**src/rtl/gu_sched_pkg.sv**
```systemverilog
// Shared state encoding, pixel-field widths and frame-rate default for the GU draw scheduler.
package gu_sched_pkg;

    typedef enum logic [1:0] {
        S_IDLE  = 2'd0,
        S_ISSUE = 2'd1,
        S_WAIT  = 2'd2,
        S_NEXT  = 2'd3
    } sched_state_e;

    localparam int X_W = 9;
    localparam int Y_W = 8;
    localparam int C_W = 3;

    localparam int FRAME_DIV_DEFAULT = 833333;

endpackage

```
**src/rtl/gu_draw_scheduler_frame_tick_gen.sv**
```systemverilog
// Frame-rate divider: counts clk cycles and pulses frame on the last count of each period.
module frame_tick_gen
    import gu_sched_pkg::*;
#(
    parameter int FRAME_DIV = FRAME_DIV_DEFAULT
) (
    input  logic clk,
    input  logic resetn,
    input  logic enable,
    output logic frame
);

    localparam int CNT_W = (FRAME_DIV > 1) ? $clog2(FRAME_DIV) : 1;
    localparam logic [CNT_W-1:0] CNT_LAST = CNT_W'(FRAME_DIV - 1);
    localparam logic [CNT_W-1:0] CNT_ONE  = CNT_W'(1);

    logic [CNT_W-1:0] count;

    // Disabling parks the counter at zero so re-enabling always gives a full period.
    always_ff @(posedge clk or negedge resetn) begin
        if (!resetn) begin
            count <= '0;
        end else if (!enable || count == CNT_LAST) begin
            count <= '0;
        end else begin
            count <= count + CNT_ONE;
        end
    end

    assign frame = enable && (count == CNT_LAST);

endmodule

```
**src/rtl/gu_draw_scheduler.sv**
```systemverilog
// Per-frame GU scheduler: plots each GU in priority order and muxes its pixels onto the VGA port.
// Optional wait timer and timeout flag are built only when GU_SCHED_TIMEOUT_EN is defined.
module gu_draw_scheduler
    import gu_sched_pkg::*;
#(
    parameter int NUM_GU    = 3,
    parameter int FRAME_DIV = FRAME_DIV_DEFAULT,
    parameter int TIMEOUT   = 131072
) (
    input  logic                  clk,
    input  logic                  resetn,
    input  logic                  enable,
    input  logic [NUM_GU-1:0]     gu_done,
    input  logic [NUM_GU-1:0]     gu_writeEn,
    input  logic [X_W*NUM_GU-1:0] gu_x,
    input  logic [Y_W*NUM_GU-1:0] gu_y,
    input  logic [C_W*NUM_GU-1:0] gu_colour,
    output logic [NUM_GU-1:0]     gu_plot,
    output logic                  frame,
    output logic [X_W-1:0]        vga_x,
    output logic [Y_W-1:0]        vga_y,
    output logic [C_W-1:0]        vga_colour,
    output logic                  vga_writeEn,
    output logic                  busy,
    output logic                  overrun,
    output logic                  timeout
);

    localparam int IDX_W = (NUM_GU > 1) ? $clog2(NUM_GU) : 1;
    localparam logic [IDX_W-1:0] IDX_LAST = IDX_W'(NUM_GU - 1);
    localparam logic [IDX_W-1:0] IDX_ONE  = IDX_W'(1);

    sched_state_e     state;
    sched_state_e     next_state;
    logic [IDX_W-1:0] idx;
    logic             tmo_hit;

    logic [X_W-1:0] x_arr [NUM_GU];
    logic [Y_W-1:0] y_arr [NUM_GU];
    logic [C_W-1:0] c_arr [NUM_GU];

    frame_tick_gen #(
        .FRAME_DIV (FRAME_DIV)
    ) u_frame_tick_gen (
        .clk    (clk),
        .resetn (resetn),
        .enable (enable),
        .frame  (frame)
    );

    always_comb begin
        for (int i = 0; i < NUM_GU; i++) begin
            x_arr[i] = gu_x[i*X_W +: X_W];
            y_arr[i] = gu_y[i*Y_W +: Y_W];
            c_arr[i] = gu_colour[i*C_W +: C_W];
        end
    end

    always_ff @(posedge clk or negedge resetn) begin
        if (!resetn) begin
            state <= S_IDLE;
        end else begin
            state <= next_state;
        end
    end

    always_comb begin
        next_state = state;
        gu_plot    = '0;
        case (state)
            S_IDLE: begin
                if (frame) begin
                    next_state = S_ISSUE;
                end
            end
            S_ISSUE: begin
                gu_plot[idx] = 1'b1;
                next_state   = S_WAIT;
            end
            S_WAIT: begin
                if (gu_done[idx] || tmo_hit) begin
                    next_state = S_NEXT;
                end
            end
            S_NEXT: begin
                next_state = (idx == IDX_LAST) ? S_IDLE : S_ISSUE;
            end
            default: next_state = S_IDLE;
        endcase
    end

    assign busy = (state != S_IDLE);

    always_ff @(posedge clk or negedge resetn) begin
        if (!resetn) begin
            idx <= '0;
        end else if (state == S_IDLE) begin
            idx <= '0;
        end else if (state == S_NEXT && idx != IDX_LAST) begin
            idx <= idx + IDX_ONE;
        end
    end

    // A tick landing mid-pass is dropped; the flag records that a frame was skipped.
    always_ff @(posedge clk or negedge resetn) begin
        if (!resetn) begin
            overrun <= 1'b0;
        end else if (!enable) begin
            overrun <= 1'b0;
        end else if (frame && busy) begin
            overrun <= 1'b1;
        end
    end

`ifdef GU_SCHED_TIMEOUT_EN
    localparam int TMR_W = (TIMEOUT > 1) ? $clog2(TIMEOUT) : 1;
    localparam logic [TMR_W-1:0] TMR_LAST = TMR_W'(TIMEOUT - 1);
    localparam logic [TMR_W-1:0] TMR_ONE  = TMR_W'(1);

    logic [TMR_W-1:0] wait_timer;

    assign tmo_hit = (state == S_WAIT) && (wait_timer == TMR_LAST);

    always_ff @(posedge clk or negedge resetn) begin
        if (!resetn) begin
            wait_timer <= '0;
        end else if (state == S_ISSUE) begin
            wait_timer <= '0;
        end else if (state == S_WAIT && wait_timer != TMR_LAST) begin
            wait_timer <= wait_timer + TMR_ONE;
        end
    end

    // A done arriving on the terminal count still counts as a normal completion.
    always_ff @(posedge clk or negedge resetn) begin
        if (!resetn) begin
            timeout <= 1'b0;
        end else if (!enable) begin
            timeout <= 1'b0;
        end else if (tmo_hit && !gu_done[idx]) begin
            timeout <= 1'b1;
        end
    end
`else
    // Without a timer the terminal count can only fire for a degenerate non-positive TIMEOUT.
    assign tmo_hit = (TIMEOUT < 1);
    assign timeout = 1'b0;
`endif

    always_ff @(posedge clk or negedge resetn) begin
        if (!resetn) begin
            vga_x       <= '0;
            vga_y       <= '0;
            vga_colour  <= '0;
            vga_writeEn <= 1'b0;
        end else if (state == S_WAIT) begin
            vga_x       <= x_arr[idx];
            vga_y       <= y_arr[idx];
            vga_colour  <= c_arr[idx];
            vga_writeEn <= gu_writeEn[idx];
        end else begin
            vga_writeEn <= 1'b0;
        end
    end

endmodule

```
**config.mk**
```make
export PLATFORM = sky130hd
export DESIGN_NAME = gu_draw_scheduler
export DESIGN_NICKNAME = d
export VERILOG_FILES = /design/src/rtl/gu_sched_pkg.sv /design/src/rtl/gu_draw_scheduler_frame_tick_gen.sv /design/src/rtl/gu_draw_scheduler.sv
export SDC_FILE = /design/constraint.sdc
export NUM_CORES = 1
export LEC_CHECK = 0
export CAP_MARGIN = 15
export CORE_UTILIZATION = 30
export CTS_CLUSTER_SIZE = 24
export DETAILED_ROUTE_END_ITERATION = 12
export PLACE_DENSITY_LB_ADDON = 0.25
export RECOVER_POWER = 50
export SLEW_MARGIN = 30
export SYNTH_ARGS = -nofsm -noshare
export SYNTH_HDL_FRONTEND = slang
export SYNTH_HIERARCHICAL = 1
export SYNTH_SLANG_ARGS = --single-unit
```
**constraint.sdc**
```tcl
create_clock -name clk -period 2.1 [get_ports clk]
set_input_delay 0.42 -clock clk [delete_from_list [all_inputs] [get_ports clk]]
set_output_delay 0.42 -clock clk [all_outputs]
set_load 0.02 [all_outputs]
```
==> qor.yml, run 1 <==
outcome:
  outcome: "finished, violations left"
  violations: "negative setup slack"
timing:
  setup_slack_ns: -0.00837
  setup_viol: 1
  relSlewSlack_pct: 41.5
  hold_viol: 0
  post-route-period-util_pct: 100
  final.min_clock_period_ns: 2.11
  rsz0062_at_grt: "true"
  worst_slew_pin_slew_ns: 0.878
  fmax_mhz: 474
  timing.setup.tns_ns: -0.00837
  finClkSkew_ns: 0.0131
  finalMaxSlewViolations: 0
synth:
  yosysSeqAreaShare_pct: 43.7
  synthXorXnorAreaFrac_pct: 4.99
  synthAdderAreaFrac_pct: 4.75
  synth_cell_types: 37
  synthCells: 293
  synth_top_family_by_area: "simple AND/OR/NAND/NOR gates"
  synth_nets: 372
  synth_area_sq_um: 2630
  yosys_register_bits: 46
  yosysWarnings: 6
  synthMuxAreaShare_pct: 8.75
  syn_avg_cell_area_sq_um: 8.98
  yosys.area_share.simple_pct: 20.8
  synth_compound_area_share_pct: 11.9
detailed_routing:
  avgViaCountPerCell: 4.65
  drt-met1-wl_microns: 2880
  topRoutingLayerUsed: "met4"
  postRouteAntennaNets: 0
  wl_met3_microns: 569
  firstDrtPassIters: 4
  avgRoutedWirePerCell_microns: 13.0
  post-route-drc-count: 0
  dr_wl_met2_microns: 3260
  vias: 2427
  totalWireLength_microns: 6760
  drtIter0Drc: 60
placed_design:
  hpwl_microns: 5360
  routabilityCongestion: 0.822
  port_buffers: 95
grt:
  globalRoute.totalOverflow: 0
  grt_use_total_pct: 14.8
  grt_pass1_vias: 2327
  grt_pass1_wl_microns: 10600
  antenna_found_initial: 0
  grt_max_degree: 42
power_and_ir_drop:
  power_leakage_uw: 0.00172
  powerDensity_nw_per_um2: 988
  ir_drop_v: 0.000267
  power_uw: 3960
worst_hold_path:
  hold_class: "in2async"
floorplan:
  start_util_pct: 31.6
  core_sq_um: 8340
  die_x_microns: 95.7
  pin_count: 97
  die-area_sq_um: 9150
  die_h_microns: 95.7
  row_count: 33
critical_path:
  r2r_slack_ns: 0.07
  cp.required_ns: 1.68
  crit_start: "u_frame_tick_gen/count[1]"
  path_class: "reg2out"
  r2r_cells: 11
  worstPathArrival_ns: 1.69
  r2r-end: "state[0]"
  worstSetupEndpointType: "primary output"
  startpoint_type: "flop"
  rr_startpoint: "u_frame_tick_gen/count[1]"
  crit_fanout: 2
  endpoint: "frame"
cells_and_area:
  syn_to_final_growth_pct: 52.2
  finalNetCount: 495
  n_fill_cell: 826
  n_antenna_cell: 0
  drive_above_1_share_pct: 12.2
cts:
  clock_path_buffers: 2
  worst_skew_pair.late_latency_ns: 0.29
  cts.htree.levels: 2
  numCtsBuffers: 5
  cts_tree: "built"
  cts_hold_buf: 0
  cts_sinks: 46
  path_clk_slew_ns: 0.09
  cts-root-buf: "clkbuf_8"
job:
  drv_cap: 0
-- how the worst min path moves through the flow --
stage,end,cells after the start
6_report,idx[1],1
5_1_grt,u_frame_tick_gen/count[6],1
4_1_cts,u_frame_tick_gen/count[6],1
3_5_place_dp,vga_x[6],1
3_3_place_gp,vga_x[6],1
2_1_floorplan,idx[0],0
-- logic make-up after synthesis --
group | Yosys count
AO/OA/AOI/OAI | 55
XOR/XNOR | 15
adder cells (fa/ha/maj) | 10
buffers and inverters | 29
flip-flops | 46
multiplexers | 23
other | 1
AND/OR/NAND/NOR | 114
-- timing repair --
action,CTS,global route
resized for setup,10,2
pin swaps,0,2
cloned,0,0
setup buffers,0,0
endpoints found under the hold margin,0,0
endpoints found under the setup margin,6,3
-- report_power, final --
| part | internal [uW] | switching [uW] |
|---|---|---|
| Combinational | 968 | 1180 |
| Clock | 235 | 293 |
| Sequential | 1140 | 148 |
| Total | 2340 | 1620 |
-- layout make-up --
class	count	area, sq um	share of cell area [%]
Multi-Input combinational cell	218	1390	34.6
Timing Repair Buffer	131	1200	30.0
Sequential cell	46	1150	28.7
Tap cell	105	131	3.28
Clock buffer	6	72.6	1.81
Inverter	14	52.6	1.31
Clock inverter	2	13.8	0.343
-- per-layer routing --
metal | up-vias | GRT usage, %
li1 | 1246 | -
met1 | 1105 | 17.3
met2 | 69 | 26.5
met3 | 7 | 3.91
met4 | 0 | 3.73
met5 | - | 0
-- state kept, by name, summed over array words and instances, names as in the netlist --
| register | flops |
|---|---|
| overrun | 1 |
| vga_writeEn | 1 |
| state | 2 |
| vga_x | 9 |
| vga_y | 8 |
| u_frame_tick_gen/count | 20 |
| idx | 2 |
| vga_colour | 3 |
-- cell usage after synthesis, drive strengths merged --
cell type	instances	share of area (%)
inv	14	2.0
xnor2	14	4.7
or3	2	0.67
nand4	6	2.0
nor2	61	8.7
clkbuf	6	0.86
o21ai	6	1.3
nor3	6	1.1
nor4	5	1.2
nand2b	1	0.24
nand3	6	1.1
nand2	11	1.6
nor4bb	1	0.38
ha	10	4.8
and4	1	0.33
a21oi	42	8.0
a221oi	1	0.57
o21a	2	0.57
nor3b	1	0.29
nor2b	4	0.95
nor4b	1	0.33
a2111oi	1	0.57
buf	9	2.0
o221ai	2	0.67
xor2	1	0.33
conb	1	0.14
mux2i	23	8.7
a21o	1	0.29
dfrtp	46	44
and2	5	1.2
and3	3	0.71
-- worst max-delay path, stage by stage, from the launching register on --
cell and delay, ns:
dfrtp_1 0.38, inv_1 0.05, ha_1 0.13, nor4bb_4 0.26
buf_4 0.15, nand2_2 0.06, nor4_4 0.17, buf_4 0.19
-- stage by stage --
step / std cells / hold WS [ns] / cell area [sq um] / setup slack, ns / util (%)
after global routing: 522 / 0.280 / 4010 / -0.141 / 48.0
after detailed placement: 514 / 0.477 / 3920 / -0.243 / 47.0
after CTS: 522 / 0.219 / 4000 / -0.0841 / 48.0
after floorplan: 293 / 0.124 / 2650 / 0.0822 / -
final: 522 / 0.225 / 4010 / -0.00837 / 48.0
after global placement: 514 / 0.466 / 3920 / -0.221 / 47.0
-- cells in the final DEF (no fill, tap or decap), types with 10 or more instances in the layout --
cell / Yosys / routed
dlygate4sd3_1: 0 / 10
buf_4: 4 / 35
clkdlybuf4s50_1: 0 / 79
xnor2_1: 14 / 14
ha_1: 10 / 10
a21oi_1: 42 / 42
nand2_1: 11 / 10
nor2_1: 61 / 61
mux2i_1: 23 / 23
inv_1: 14 / 14
dfrtp_1: 46 / 46
(Power assumes the default switching activity.)
==> run 2: changes to the inputs <==
--- a/constraint.sdc
+++ b/constraint.sdc
@@ -3,2 +3,2 @@
 set_output_delay 0.42 -clock clk [all_outputs]
-set_load 0.02 [all_outputs]
+set_load 0.01 [all_outputs]
==> run 2 against run 1 <==
The run now ends clean. Sequential share of layout area barely moved. Total power shrank 2.2%. Sequential power is essentially flat. Flip-flop and latch count is the same. Highest routed layer unchanged. Clock power up 1%. Setup slack improved by 0.014 ns. Clock-buffer cell count shrank 1. Wire length is 1.1% higher. Die area unchanged. Largest power group unchanged. Critical endpoint unchanged. Worst hold slack better by 0.017 ns. Critical path depth down 1.
==> qor.yml, run 2 (same netlist as run 1, synthesis figures left out) <==
outcome:
  outcome: "complete, no violations"  # was finished, violations left
timing:
  setup_slack_ns: 0.00569  # was -0.00837 ns
  post-route-period-util_pct: 99.7  # was 100%
  finClkSkew_ns: 0.0101  # was 0.0131 ns
  rsz0062_at_grt: "true"  # unchanged
  fmax_mhz: 477  # was 474 MHz
  final.min_clock_period_ns: 2.09  # was 2.11 ns
  setup_viol: 0  # was 1
  hold_viol: 0  # unchanged
  relSlewSlack_pct: 36.6  # was 41.5%
  finalMaxSlewViolations: 0  # unchanged
  worst_slew_pin_slew_ns: 0.951  # was 0.878 ns
  timing.setup.tns_ns: 0  # was -0.00837 ns
cells_and_area:
  finalNonFillerCells: 519  # was 522
  drive_above_1_share_pct: 12.1  # was 12.2%
  final_util_pct: 48.0  # about the same
  largest_reg_flops: 20  # unchanged
  finalNetCount: 492  # was 495
  largest-register: "u_frame_tick_gen/count"  # unchanged
  n_fill_cell: 794  # was 826
  syn_to_final_growth_pct: 52.1  # was 52.2%
  reg.largest.list: "u_frame_tick_gen/count: 20 flops, vga_x: 9 flops, vga_y: 8 flops"  # unchanged
  n_antenna_cell: 0  # unchanged
  layout_commonest_cell: "clkdlybuf4s50_1"  # unchanged
  final_cell_mix: "clkdlybuf4s50_1, nor2_1, dfrtp_1"  # unchanged
critical_path:
  crit_slowest_cell: "dfrtp_1"  # unchanged
  worstSetupEndpointType: "primary output"  # unchanged
  crit_start: "u_frame_tick_gen/count[1]"  # unchanged
  rr_startpoint: "u_frame_tick_gen/count[1]"  # unchanged
  path_class: "reg2out"  # unchanged
  cpPeakStageDelay_ns: 0.38  # about the same
  r2r-end: "state[0]"  # unchanged
  r2r_slack_ns: 0.13  # was 0.07 ns
  startpoint_type: "flop"  # unchanged
  worstPathCellList: "inv_1 > ha_2 > nor4bb_4 > nand2_1 > nor4_2 > buf_2"  # was inv_1 > ha_1 > nor4bb_4 > buf_4 > nand2_2 > nor4_4 > buf_4
  r2r_cells: 10  # was 11
  crit_fanout: 2  # unchanged
  worstPathArrival_ns: 1.67  # was 1.69 ns
  cp.required_ns: 1.68  # about the same
  cp_num_buf_inv: 2  # was 3
  cp_top_family: "simple AND/OR/NAND/NOR gates"  # unchanged
  crit_cells: 6  # was 7
job:
  drv_cap: 0  # unchanged
detailed_routing:
  firstDrtPassIters: 4  # unchanged
  vias: 2405  # was 2,427
  totalWireLength_microns: 6830  # was 6760 microns
  post-route-drc-count: 0  # unchanged
  drtIter0Drc: 35  # was 60
  avgViaCountPerCell: 4.63  # was 4.65
  avgRoutedWirePerCell_microns: 13.2  # was 13.0 microns
  postRouteAntennaNets: 0  # unchanged
cts:
  numCtsBuffers: 5  # unchanged
  cts.htree.levels: 2  # unchanged
  path_clk_slew_ns: 0.09  # about the same
  cts_tree: "built"  # unchanged
  cts-root-buf: "clkbuf_8"  # unchanged
  cts_hold_buf: 0  # unchanged
  worst_skew_pair.late_latency_ns: 0.29  # about the same
  cts_sinks: 46  # unchanged
  clock_path_buffers: 2  # unchanged
grt:
  grt_max_degree: 42  # unchanged
  globalRoute.totalOverflow: 0  # unchanged
  grt_pass1_wl_microns: 10500  # was 10,600 microns
  grt_pass1_vias: 2310  # was 2,327
  antenna_found_initial: 0  # unchanged
  grt_use_total_pct: 14.7  # was 14.8%
worst_hold_path:
  hold_class: "in2async"  # unchanged
power_and_ir_drop:
  powerDensity_nw_per_um2: 967  # was 988 nW/um^2
  power_leakage_uw: 0.00169  # was 0.00172 uW
  ir_drop_v: 0.000321  # was 0.000267 V
  power_uw: 3870  # was 3960 uW
floorplan:
  pin_count: 97  # unchanged
  die_x_microns: 95.7  # unchanged
  row_count: 33  # unchanged
  core_sq_um: 8340  # unchanged
  die_h_microns: 95.7  # unchanged
  die-area_sq_um: 9150  # unchanged
  start_util_pct: 31.6  # unchanged
placed_design:
  placed_cells: 508  # was 514
  port_buffers: 95  # unchanged
  routabilityCongestion: 0.785  # was 0.822
  hpwl_microns: 5430  # was 5360 microns
  place_ws_ns: -0.259  # was -0.243 ns
## run 2: repair_timing
item | in CTS | in global routing
buffers inserted | 3 | 1
resized for setup | 12 | 6
pin swaps | 2 | 5
endpoints found under the setup margin | 7 | 4
## run 2: layer usage
metal / GRT usage [%] / part of all wire, % / vias up
li1: - / - / 1238
met1: 17.4 / 43 / 1106
met2: 27.2 / 49 / 59
met3: 3.35 / 7.5 / 2
met4: 2.99 / 0.35 / 0
met5: 0 / 0 / -
## run 2: stage by stage
step / cell area [sq um] / hold WS [ns]
final: 4000 / 0.242
after CTS: 4000 / 0.0392
after floorplan: 2640 / 0.124
after global routing: 4000 / 0.302
after detailed placement: 3860 / 0.370
after global placement: 3860 / 0.363
## run 2: worst max-delay path by stage
stage	end	slack [ns]
after global placement	frame	-0.22
final	frame	0.006
after floorplan	state[0]	0.02
after global routing	frame	-0.18
after CTS	frame	0.03
after detailed placement	frame	-0.26
## run 2: final cells by class
class                   count  area (sq um)  area share (%)
repair buffers            128          1170            29.3
well taps                 105           131            3.28
clock buffers               5          68.8            1.72
clock inverters             3          21.3           0.531
flip-flops and latches     46          1150            28.7
multi-input cells         218          1410            35.1
inverters                  14          52.6            1.31
## run 2: report_power, final
group	switching, uW	internal [uW]	total, uW
clock	301	234	535
combinational	1040	1020	2070
sequential	128	1140	1270
total	1470	2400	3870
## run 2: worst reg2reg max path, delay by kind of cell, from the launching register on
kind	cells	cell delay [ns]
flops	1	0.38
compound gates	2	0.25
simple gates	5	0.82
fa+ha+maj	1	0.16
buf+inv	2	0.24
